## src/rtl/video_timing_if.sv

```systemverilog
// ============================================================================
// Module   : video_timing_if
// Brief    : Pixel-source fetch and DVI-side output bundle for video_timing
// Revision : 1.0
// ============================================================================
`default_nettype none

interface video_timing_if #(
    parameter int CW = 12
);
    logic          ce;
    logic [7:0]    r;
    logic [7:0]    g;
    logic [7:0]    b;
    logic [CW-1:0] px;
    logic [CW-1:0] py;
    logic          fetch_de;
    logic          hsync;
    logic          vsync;
    logic          de;
    logic [7:0]    vga_r;
    logic [7:0]    vga_g;
    logic [7:0]    vga_b;
    logic          line_start;
    logic          frame_start;
`ifdef VIDEO_TIMING_TESTPAT_EN
    logic          testpat;
`endif

    modport master (
`ifdef VIDEO_TIMING_TESTPAT_EN
        input  testpat,
`endif
        input  ce, r, g, b,
        output px, py, fetch_de, hsync, vsync, de,
        output vga_r, vga_g, vga_b, line_start, frame_start
    );

    modport slave (
`ifdef VIDEO_TIMING_TESTPAT_EN
        output testpat,
`endif
        output ce, r, g, b,
        input  px, py, fetch_de, hsync, vsync, de,
        input  vga_r, vga_g, vga_b, line_start, frame_start
    );
endinterface

`default_nettype wire

```

## src/rtl/video_timing.sv

```systemverilog
// ============================================================================
// Module   : video_timing
// Brief    : Parametrised raster timing generator with latency-matched RGB.
//            Optional colour-bar source: VIDEO_TIMING_TESTPAT_EN.
// Revision : 1.0
// ============================================================================
`default_nettype none

module video_timing #(
    parameter int H_ACTIVE = 640,
    parameter int H_FP     = 16,
    parameter int H_SYNC   = 96,
    parameter int H_BP     = 48,
    parameter int V_ACTIVE = 480,
    parameter int V_FP     = 10,
    parameter int V_SYNC   = 2,
    parameter int V_BP     = 33,
    parameter int H_POL    = 0,
    parameter int V_POL    = 0,
    parameter int LAT      = 1,
    parameter int CW       = 12
) (
    input  logic           clk,
    input  logic           rst,
    video_timing_if.master vif
);
    localparam int c_h_total = H_ACTIVE + H_FP + H_SYNC + H_BP;
    localparam int c_v_total = V_ACTIVE + V_FP + V_SYNC + V_BP;
    localparam logic [CW-1:0] c_h_last     = CW'(c_h_total - 1);
    localparam logic [CW-1:0] c_v_last     = CW'(c_v_total - 1);
    localparam logic [CW-1:0] c_h_act      = CW'(H_ACTIVE);
    localparam logic [CW-1:0] c_v_act      = CW'(V_ACTIVE);
    localparam logic [CW-1:0] c_hs_start   = CW'(H_ACTIVE + H_FP);
    localparam logic [CW-1:0] c_hs_end     = CW'(H_ACTIVE + H_FP + H_SYNC);
    localparam logic [CW-1:0] c_vs_start   = CW'(V_ACTIVE + V_FP);
    localparam logic [CW-1:0] c_vs_end     = CW'(V_ACTIVE + V_FP + V_SYNC);
    localparam logic          c_hpol       = (H_POL != 0);
    localparam logic          c_vpol       = (V_POL != 0);

    logic [CW-1:0] r_hc;
    logic [CW-1:0] r_vc;
    logic          w_fetch_de;
    logic [4:0]    w_ctl;
    logic [4:0]    w_ctl_d;
    logic [7:0]    w_pix_r;
    logic [7:0]    w_pix_g;
    logic [7:0]    w_pix_b;
    logic          r_hsync;
    logic          r_vsync;
    logic          r_de;
    logic [7:0]    r_vga_r;
    logic [7:0]    r_vga_g;
    logic [7:0]    r_vga_b;
    logic          r_line_start;
    logic          r_frame_start;

    always_ff @(posedge clk) begin
        if (rst) begin
            r_hc <= '0;
            r_vc <= '0;
        end else if (vif.ce) begin
            if (r_hc == c_h_last) begin
                r_hc <= '0;
                r_vc <= (r_vc == c_v_last) ? '0 : r_vc + 1'b1;
            end else begin
                r_hc <= r_hc + 1'b1;
            end
        end
    end

    assign w_fetch_de = (r_hc < c_h_act) && (r_vc < c_v_act);

    // Sync bits travel as "inside window"; polarity is applied only at the output.
    assign w_ctl = {(r_hc >= c_hs_start) && (r_hc < c_hs_end),
                    (r_vc >= c_vs_start) && (r_vc < c_vs_end),
                    w_fetch_de,
                    r_hc == '0,
                    (r_hc == '0) && (r_vc == '0)};

    generate
        if (LAT == 0) begin : g_no_delay
            assign w_ctl_d = w_ctl;
        end else begin : g_delay
            logic [4:0] r_dly [LAT];

            always_ff @(posedge clk) begin
                if (rst) begin
                    for (int i = 0; i < LAT; i++) begin
                        r_dly[i] <= '0;
                    end
                end else if (vif.ce) begin
                    r_dly[0] <= w_ctl;
                    for (int i = 1; i < LAT; i++) begin
                        r_dly[i] <= r_dly[i-1];
                    end
                end
            end

            assign w_ctl_d = r_dly[LAT-1];
        end
    endgenerate

`ifdef VIDEO_TIMING_TESTPAT_EN
    localparam logic [CW-1:0] c_bw_last = CW'(H_ACTIVE / 8 - 1);

    logic [CW-1:0] r_bar_px;
    logic [2:0]    r_bar_idx;
    logic [CW-1:0] w_bar_px;
    logic [2:0]    w_bar_idx;

    // Line start restarts bar 0 on the same cycle it is first displayed.
    assign w_bar_px  = w_ctl_d[1] ? '0 : r_bar_px;
    assign w_bar_idx = w_ctl_d[1] ? '0 : r_bar_idx;

    always_ff @(posedge clk) begin
        if (rst) begin
            r_bar_px  <= '0;
            r_bar_idx <= '0;
        end else if (vif.ce && w_ctl_d[2]) begin
            if ((w_bar_px == c_bw_last) && (w_bar_idx != 3'd7)) begin
                r_bar_px  <= '0;
                r_bar_idx <= w_bar_idx + 3'd1;
            end else begin
                r_bar_px  <= w_bar_px + 1'b1;
                r_bar_idx <= w_bar_idx;
            end
        end
    end

    assign w_pix_r = vif.testpat ? {8{~w_bar_idx[1]}} : vif.r;
    assign w_pix_g = vif.testpat ? {8{~w_bar_idx[2]}} : vif.g;
    assign w_pix_b = vif.testpat ? {8{~w_bar_idx[0]}} : vif.b;
`else
    assign w_pix_r = vif.r;
    assign w_pix_g = vif.g;
    assign w_pix_b = vif.b;
`endif

    always_ff @(posedge clk) begin
        if (rst) begin
            r_hsync       <= ~c_hpol;
            r_vsync       <= ~c_vpol;
            r_de          <= 1'b0;
            r_vga_r       <= '0;
            r_vga_g       <= '0;
            r_vga_b       <= '0;
            r_line_start  <= 1'b0;
            r_frame_start <= 1'b0;
        end else if (vif.ce) begin
            r_hsync       <= w_ctl_d[4] ? c_hpol : ~c_hpol;
            r_vsync       <= w_ctl_d[3] ? c_vpol : ~c_vpol;
            r_de          <= w_ctl_d[2];
            r_vga_r       <= w_ctl_d[2] ? w_pix_r : 8'h00;
            r_vga_g       <= w_ctl_d[2] ? w_pix_g : 8'h00;
            r_vga_b       <= w_ctl_d[2] ? w_pix_b : 8'h00;
            r_line_start  <= w_ctl_d[1];
            r_frame_start <= w_ctl_d[0];
        end
    end

    assign vif.px          = r_hc;
    assign vif.py          = r_vc;
    assign vif.fetch_de    = w_fetch_de;
    assign vif.hsync       = r_hsync;
    assign vif.vsync       = r_vsync;
    assign vif.de          = r_de;
    assign vif.vga_r       = r_vga_r;
    assign vif.vga_g       = r_vga_g;
    assign vif.vga_b       = r_vga_b;
    assign vif.line_start  = r_line_start;
    assign vif.frame_start = r_frame_start;

endmodule

`default_nettype wire
```

## src/flat_wrapper.sv

```systemverilog
// flat-port wrapper written by rule: the top's interface ports become plain ports
module video_timing_flat 
#(
    parameter int H_ACTIVE = 640,
    parameter int H_FP     = 16,
    parameter int H_SYNC   = 96,
    parameter int H_BP     = 48,
    parameter int V_ACTIVE = 480,
    parameter int V_FP     = 10,
    parameter int V_SYNC   = 2,
    parameter int V_BP     = 33,
    parameter int H_POL    = 0,
    parameter int V_POL    = 0,
    parameter int LAT      = 1,
    parameter int CW       = 12
)
  (clk, rst, vif_ce, vif_r, vif_g, vif_b, vif_px, vif_py, vif_fetch_de, vif_hsync, vif_vsync, vif_de, vif_vga_r, vif_vga_g, vif_vga_b, vif_line_start, vif_frame_start);
  video_timing_if #(.CW(CW)) vif_i ();
  input  logic clk;
  input  logic rst;
  input wire logic [$bits(vif_i.ce)-1:0] vif_ce;
  input wire logic [$bits(vif_i.r)-1:0] vif_r;
  input wire logic [$bits(vif_i.g)-1:0] vif_g;
  input wire logic [$bits(vif_i.b)-1:0] vif_b;
  output wire logic [$bits(vif_i.px)-1:0] vif_px;
  output wire logic [$bits(vif_i.py)-1:0] vif_py;
  output wire logic [$bits(vif_i.fetch_de)-1:0] vif_fetch_de;
  output wire logic [$bits(vif_i.hsync)-1:0] vif_hsync;
  output wire logic [$bits(vif_i.vsync)-1:0] vif_vsync;
  output wire logic [$bits(vif_i.de)-1:0] vif_de;
  output wire logic [$bits(vif_i.vga_r)-1:0] vif_vga_r;
  output wire logic [$bits(vif_i.vga_g)-1:0] vif_vga_g;
  output wire logic [$bits(vif_i.vga_b)-1:0] vif_vga_b;
  output wire logic [$bits(vif_i.line_start)-1:0] vif_line_start;
  output wire logic [$bits(vif_i.frame_start)-1:0] vif_frame_start;
  assign vif_i.ce = vif_ce;
  assign vif_i.r = vif_r;
  assign vif_i.g = vif_g;
  assign vif_i.b = vif_b;
  assign vif_px = vif_i.px;
  assign vif_py = vif_i.py;
  assign vif_fetch_de = vif_i.fetch_de;
  assign vif_hsync = vif_i.hsync;
  assign vif_vsync = vif_i.vsync;
  assign vif_de = vif_i.de;
  assign vif_vga_r = vif_i.vga_r;
  assign vif_vga_g = vif_i.vga_g;
  assign vif_vga_b = vif_i.vga_b;
  assign vif_line_start = vif_i.line_start;
  assign vif_frame_start = vif_i.frame_start;
  video_timing #(.H_ACTIVE(H_ACTIVE), .H_FP(H_FP), .H_SYNC(H_SYNC), .H_BP(H_BP), .V_ACTIVE(V_ACTIVE), .V_FP(V_FP), .V_SYNC(V_SYNC), .V_BP(V_BP), .H_POL(H_POL), .V_POL(V_POL), .LAT(LAT), .CW(CW)) u_core (.clk(clk), .rst(rst), .vif(vif_i));
endmodule
```

## config.mk

```make
export PLATFORM = sky130hd
export DESIGN_NAME = video_timing_flat
export DESIGN_NICKNAME = d
export VERILOG_FILES = /design/src/rtl/video_timing_if.sv /design/src/rtl/video_timing.sv /design/src/flat_wrapper.sv
export SDC_FILE = /design/constraint.sdc
export NUM_CORES = 1
export LEC_CHECK = 0
export ABC_AREA = 1
export CORE_UTILIZATION = 47
export CTS_CLUSTER_SIZE = 30
export DETAILED_ROUTE_END_ITERATION = 7
export PLACE_DENSITY = 0.77
export RECOVER_POWER = 100
export SYNTH_ARGS = -nofsm -noshare
export SYNTH_HDL_FRONTEND = slang
export SYNTH_SLANG_ARGS = --single-unit
```

## constraint.sdc

```tcl
create_clock -name clk -period 1.45 [get_ports clk]
set_input_delay 0.145 -clock clk [delete_from_list [all_inputs] [get_ports clk]]
set_output_delay 0.145 -clock clk [all_outputs]
set_load 0.01 [all_outputs]
```

* After elaboration in Yosys (flattened, before gate mapping) *
Memory sizes are Yosys's and may differ from the RTL's.
Index checks and enable logic that the tools add are counted.

cells by class
  add/sub/neg operators = 2
  magnitude comparators = 6
  eq/ne operators = 2
  multiplexer cells = 14
  reductions and logical operators = 8

operators with widths
  operator                                                              number
  adder 12 x 1 -> 12 bit (second input constant)                        2
  equality test 12 x 10 -> 1 bit (second input constant)                2
  zero test 12 bit                                                      2
  < comparator 12 x 10 -> 1 bit (second input constant)                 2
  < comparator 12 x 9 -> 1 bit (second input constant)                  2
  2-to-1 mux 12 bit                                                     2
  2-to-1 mux 8 bit                                                      3
  greater-or-equal comparator 12 x 10 -> 1 bit (second input constant)  1
  greater-or-equal comparator 12 x 9 -> 1 bit (second input constant)   1
  2-to-1 mux 1 bit                                                      8
  2-to-1 mux 5 bit                                                      1
  OR reduction 5 bit                                                    1
  logical AND 1 bit                                                     4
  AND reduction 2 bit                                                   1

storage, ports and cells
  bits in registers = 53
  bits in writable memories = 5
  input port bits = 27
  output and inout port bits = 54
  logic and storage cells = 43
  memories = 1

memories
  name                  depth  width  read ports  clocked after memory_dff  write ports  RTL line            text
  u_core.g_delay.r_dly  1      5      1           0                         1            video_timing.sv:84  logic [4:0] r_dly [LAT];

* Logic depth before layout (Yosys ltp) *
  word-level depth = 5
  depth in mapped cells = 9
  depth with buffers taken out = 9

* Worst setup path after synthesis *
Ideal clock, no wire load.

  path kind = register -> register
  start point = register u_core.r_hc[1], in the netlist u_core.vif.px[1]
  end point = register u_core.r_vc[11], in the netlist u_core.vif.py[11]
  setup time = 0.128 ns
  data arrival time = 1.216 ns
  required time = 1.322 ns
  slack = 0.106 ns
  stages on the path, launching flop included = 9
  path buffers = 0
  clock period less this slack = 1.344 ns
  cell sequence = dfxtp_1 -> ha_1 -> nand2_2 -> nor2_4 -> nand3_1 -> nor2_2 -> nand4_1 -> nand2_1 -> nor2_1

on the way
  longest elaborated chain between the ends = 2

ends and longest elaborated chain
  element                               RTL line            text
  from (decl)                           video_timing.sv:40  logic [CW-1:0] r_hc;
  from (signal assigned)                video_timing.sv:66  r_hc <= r_hc + 1'b1;
  equality test 12 x 10 -> 1 bit        video_timing.sv:62  if (r_hc == c_h_last) begin
  AND reduction 2 bit (no source line)  -
  to (signal assigned)                  video_timing.sv:64  r_vc <= (r_vc == c_v_last) ? '0 : r_vc + 1'b1;
  to (decl)                             video_timing.sv:41  logic [CW-1:0] r_vc;

No other way between the ends.
A chain may end at the register's enable or synchronous reset.

* Worst setup path in the final report *
  start point = register u_core.r_vc[8], in the netlist u_core.vif.py[8]
  end point = output vif_fetch_de

on the way
  longest elaborated chain between the ends = 2

ends and longest elaborated chain
  element                       RTL line            text
  < comparator 12 x 9 -> 1 bit  video_timing.sv:71  assign w_fetch_de = (r_hc < c_h_act) && (r_vc < c_v_act);
  logical AND 1 bit             video_timing.sv:71
  to (decl)                     flat_wrapper.sv:27  output wire logic [$bits(vif_i.fetch_de)-1:0] vif_fetch_de;

No other way between the ends.

==> parameters.txt <==
Parameter                              Value

Power
  Switching power of the nets    between 800 and 900 uW
  Internal power    2424 uW
  Leakage    between 0.0015 and 0.002 uW
  Switching power as a share of total power    0.2502
  Maximum vdd drop    between 0.0005 and 0.0006 V
  P per Cell Area    slightly below 800 nW/um^2
  Sequential group share of total power    0.520
  Gate power share    0.096
  Clock Power Share    0.384

Floorplan
  Die extent in x    between 70 and 80 um
  Core footprint    roughly 5500 sq um
  Die boundary height    between 70 and 80 um
  I/O pins    just over 80
  Starting density of the core    0.4903
  Total number of placement rows    27
  Floorplan die area    between 6000 and 7000 sq um

Clocking
  H-tree levels    3
  Number of sinks handled by clock tree synthesis    58
  Clock-pin slew on the worst setup and hold paths    around 0.070 ns
  Worst-skew pair later-pin latency    roughly 0.33 ns
  Clock tree from TritonCTS    yes
  Clk Tree Root Cell    sky130_fd_sc_hd__clkbuf_8
  Number of buffers on the longest clock path    2
  Post-CTS Hold Fix Bufs    0
  CTS Buf Count    9

Logic synthesis
  Cell taking the most area after synthesis    sky130_fd_sc_hd__dfxtp_1
  Largest family of logic cells by synthesized area    simple AND/OR/NAND/NOR gates
  Portion of the post-synthesis area used by sequential elements    0.4459
  Number of enable flip-flop cells after synthesis    5
  Total of flip-flops plus latches after synthesis    58
  Number of distinct library cells after synthesis    31
  Top cells by instance count after synthesis    71 x sky130_fd_sc_hd__nand2_1, 53 x sky130_fd_sc_hd__dfxtp_1, 43 x sky130_fd_sc_hd__nor2_1
  Xor and xnor fraction of the mapped netlist area    0.01612
  Synthesis warning total    0
  Number of standard cells after synthesis    about 340
  Most repeated cell in the gate-level netlist after synthesis    sky130_fd_sc_hd__nand2_1
  Synth Area in Adders    0.01842
  Synthesized netlist net count    around 380
  Area share of the leading cell type in the synthesized netlist    0.3906
  Area of the mapped netlist    between 2000 and 3000 sq um
  Ranking of synthesized cells by area    sky130_fd_sc_hd__dfxtp_1 39%, sky130_fd_sc_hd__nand2_1 9.8%, sky130_fd_sc_hd__a32o_1 8.8%
  Async S/R FF share, synth    0
  Post-synthesis area per instance    around 8 sq um
  Proportion of synthesized area in mux cells    0
  Synth Area in Compound Gates    0.1382
  Post-synthesis simple-gate area fraction    0.2966
  Dominant register cell in the synthesized netlist    sky130_fd_sc_hd__dfxtp_1

Timing
  Max-slew violations    0
  Final setup skew    approximately 0.0047 ns
  Smallest setup slack after layout    -0.001624 ns
  Crit path time final    around 1.5 ns
  Maximum achievable frequency    around 690 MHz
  Worst-case headroom to the max-slew limit    0.7494
  Worst slack on hold paths    0.4281 ns
  Final setup vio count    1
  Worst-margin pin slew    roughly 0.37 ns
  Total count of hold-check failures in the final report    0
  Final worst path period share    1.001
  Setup repair after global routing missed its margin    true

Drt
  Avg WL per Cell    about 14 um
  Per-cell via count in the routed design    5.260
  Sum of routed wire length over all layers    approximately 7700 um
  Initial DRC Count    approximately 100
  Overall via count from detail_route    2856
  Residual DRC    0
  First-pass detailed-route iteration total    4
  Residual antenna-violating net count after detailed routing    0

Global route
  Number of global-route vias before repair    between 2000 and 3000
  GR Overflow Total    0
  Antenna violations before repair    0
  Global-route usage over all layers    0.2585
  Pin count of the biggest net entering global routing    32
  Wire length of the first global-routing pass    ~12000 um

Placement
  Port Buffers    80
  Final Wtd Congestion    slightly below 0.9
  Setup WS pre-CTS    -0.1403 ns
  HPWL Detailed    between 5000 and 6000 um
  Number of placed instances, taps included    around 520

Critical path
  Category of the critical setup timing path    flip-flop to output pin
  Launch point of the worst reg-to-reg path    u_core.vif.py[0]$_SDFFE_PP0P_
  Maximum fanout along the worst path    2
  Endpoint of the worst-slack reg-to-reg timing path    u_core.g_delay.r_dly[0][0]$_SDFFCE_PN0P_
  Critical Path End    vif_fetch_de
  Data required time at the worst endpoint    1.31 ns
  Startpoint type of the worst setup path    flip-flop
  Critical path endpoint category    output pin
  Internal reg-to-reg setup slack    approximately 0.040 ns
  Worst-case reg-to-reg path depth    6
  Arrival time of data at the critical path endpoint    between 1 and 1.5 ns
  Startpoint of the most critical setup path    u_core.vif.py[8]$_SDFFE_PP0P_

Layout
  Number of fill cells    between 400 and 500
  Non-filler cells in the finished layout    approximately 540
  Nets@finish    between 400 and 500
  Area delta synth->final    51.87%
  Layout cells sized above 1    0.2569
  Register cell area after layout    approximately 1200 sq um
  Antenna diodes    0
  Area of combinational cells with multiple inputs    around 1400 sq um

Status
  Violations in the final reports    setup timing
  Result of the run    finished with violations

Run
  Number of maximum-capacitance violations    0

Min path
  Path type of the worst min-delay path    flip-flop to flip-flop
## routing by layer
layer,track usage,vias to the layer above,routed length [um]
li1,-,1406,-
met1,0.3209,1329,3433
met2,0.4345,111,3714
met3,0.06395,10,435
met4,0.09444,0,129
met5,0,-,0
## critical path, stage by stage, from the launching register on
cell and delay [ns]:
sky130_fd_sc_hd__dfxtp_2 0.32, sky130_fd_sc_hd__nand2_2 0.09, sky130_fd_sc_hd__nor2_4 0.05, sky130_fd_sc_hd__nand2_2 0.11, sky130_fd_sc_hd__nor2_4 0.05, sky130_fd_sc_hd__nor3_2 0.18, sky130_fd_sc_hd__buf_2 0.16
## state kept, by name (all words and copies together), names as in the netlist
name and flops:
u_core.vif.px 12, u_core.vif.py 12, u_core.vif.vga_b 8, u_core.vif.vga_g 8, u_core.vif.vga_r 8, u_core.g_delay.r_dly 5
u_core.vif.de 1, u_core.vif.frame_start 1, u_core.vif.hsync 1, u_core.vif.line_start 1, u_core.vif.vsync 1
## cell families after synthesis
kind of cell	Yosys count
DFF	58
and+or+nand+nor	175
buffers and inverters	54
AOI/OAI and AO/OA	48
adders and majority gates	4
xor gates and xnor gates	5
## power by group through the flow
| stage | sequential (uW) | combinational (uW) | clock [uW] |
|---|---|---|---|
| floorplan | 1730 | 108 | 0 |
| global placement | 1710 | 308 | 0 |
| detailed placement | 1720 | 312 | 0 |
| CTS | 1680 | 309 | 1270 |
| global route | 1680 | 336 | 1330 |
| finish | 1680 | 311 | 1240 |
## through the flow
| stage | util | power [uW] | instance area (sq um) | setup TNS, ns |
|---|---|---|---|---|
| 2_1_floorplan | - | 1841 | 2716 | 0 |
| 3_3_place_gp | 0.6931 | 2022 | 3840 | -0.4050 |
| 3_5_place_dp | 0.6931 | 2029 | 3840 | -0.9758 |
| 4_1_cts | 0.7254 | 3254 | 4019 | -0.03487 |
| 5_1_grt | 0.7446 | 3352 | 4125 | -0.2048 |
| 6_report | 0.7446 | 3233 | 4125 | -0.001624 |
## cell usage in the layout (no fill, tap or decap), types with 2 or more instances in the layout
master / count
sky130_fd_sc_hd__buf_4: 42
sky130_fd_sc_hd__inv_2: 9
sky130_fd_sc_hd__nor2_1: 38
sky130_fd_sc_hd__a21oi_1: 16
sky130_fd_sc_hd__dfxtp_1: 35
sky130_fd_sc_hd__nor2_2: 12
sky130_fd_sc_hd__nor3_2: 3
sky130_fd_sc_hd__inv_1: 30
sky130_fd_sc_hd__nand2_1: 68
sky130_fd_sc_hd__nand4_1: 7
sky130_fd_sc_hd__dfxtp_2: 16
sky130_fd_sc_hd__nor3_1: 7
sky130_fd_sc_hd__clkbuf_8: 9
sky130_fd_sc_hd__dlygate4sd2_1: 17
sky130_fd_sc_hd__edfxtp_1: 5
sky130_fd_sc_hd__nand3_2: 2
sky130_fd_sc_hd__nor2_4: 5
sky130_fd_sc_hd__buf_2: 2
sky130_fd_sc_hd__nand3_1: 18
sky130_fd_sc_hd__ha_1: 3
sky130_fd_sc_hd__xor2_1: 4
sky130_fd_sc_hd__a32o_1: 24
sky130_fd_sc_hd__o21ai_0: 2
sky130_fd_sc_hd__clkdlybuf4s50_1: 59
sky130_fd_sc_hd__dfxtp_4: 2
sky130_fd_sc_hd__a22o_1: 3
sky130_fd_sc_hd__clkinv_2: 4
sky130_fd_sc_hd__nand2_2: 7
sky130_fd_sc_hd__dlymetal6s2s_1: 2
sky130_fd_sc_hd__nor4_1: 3
## worst min-delay path by stage
stage                                             endpoint  slack (ns)                                      from  cells past startpoint
final                        u_core.vif.vsync$_SDFFE_PP1P_        0.43  u_core.g_delay.r_dly[0][3]$_SDFFCE_PN0P_                      1
after floorplan           u_core.vif.vga_b[0]$_SDFFE_PP0P_        0.31                                  vif_b[0]                      1
after global routing         u_core.vif.vsync$_SDFFE_PP1P_        0.45  u_core.g_delay.r_dly[0][3]$_SDFFCE_PN0P_                      1
after detailed placement     u_core.vif.vsync$_SDFFE_PP1P_        0.42  u_core.g_delay.r_dly[0][3]$_SDFFCE_PN0P_                      1
after CTS                    u_core.vif.vsync$_SDFFE_PP1P_        0.43  u_core.g_delay.r_dly[0][3]$_SDFFCE_PN0P_                      1
after global placement       u_core.vif.vsync$_SDFFE_PP1P_        0.41  u_core.g_delay.r_dly[0][3]$_SDFFCE_PN0P_                      1
## area by class of cell
class	count	area share
Timing Repair Buffer	126	0.2736
Multi-Input combinational cell	232	0.3285
Inverter	40	0.03761
Clock inverter	6	0.008189
Sequential cell	58	0.3003
Tap cell	72	0.02184
Clock buffer	9	0.03003
## what timing repair did
item / CTS / global route
gates resized for setup: 45 / 26
setup endpoints to repair: 26 / 28
setup buffers: 0 / 5
pin swaps: 2 / 7
Note: power is estimated with default switching activity, not from simulation.
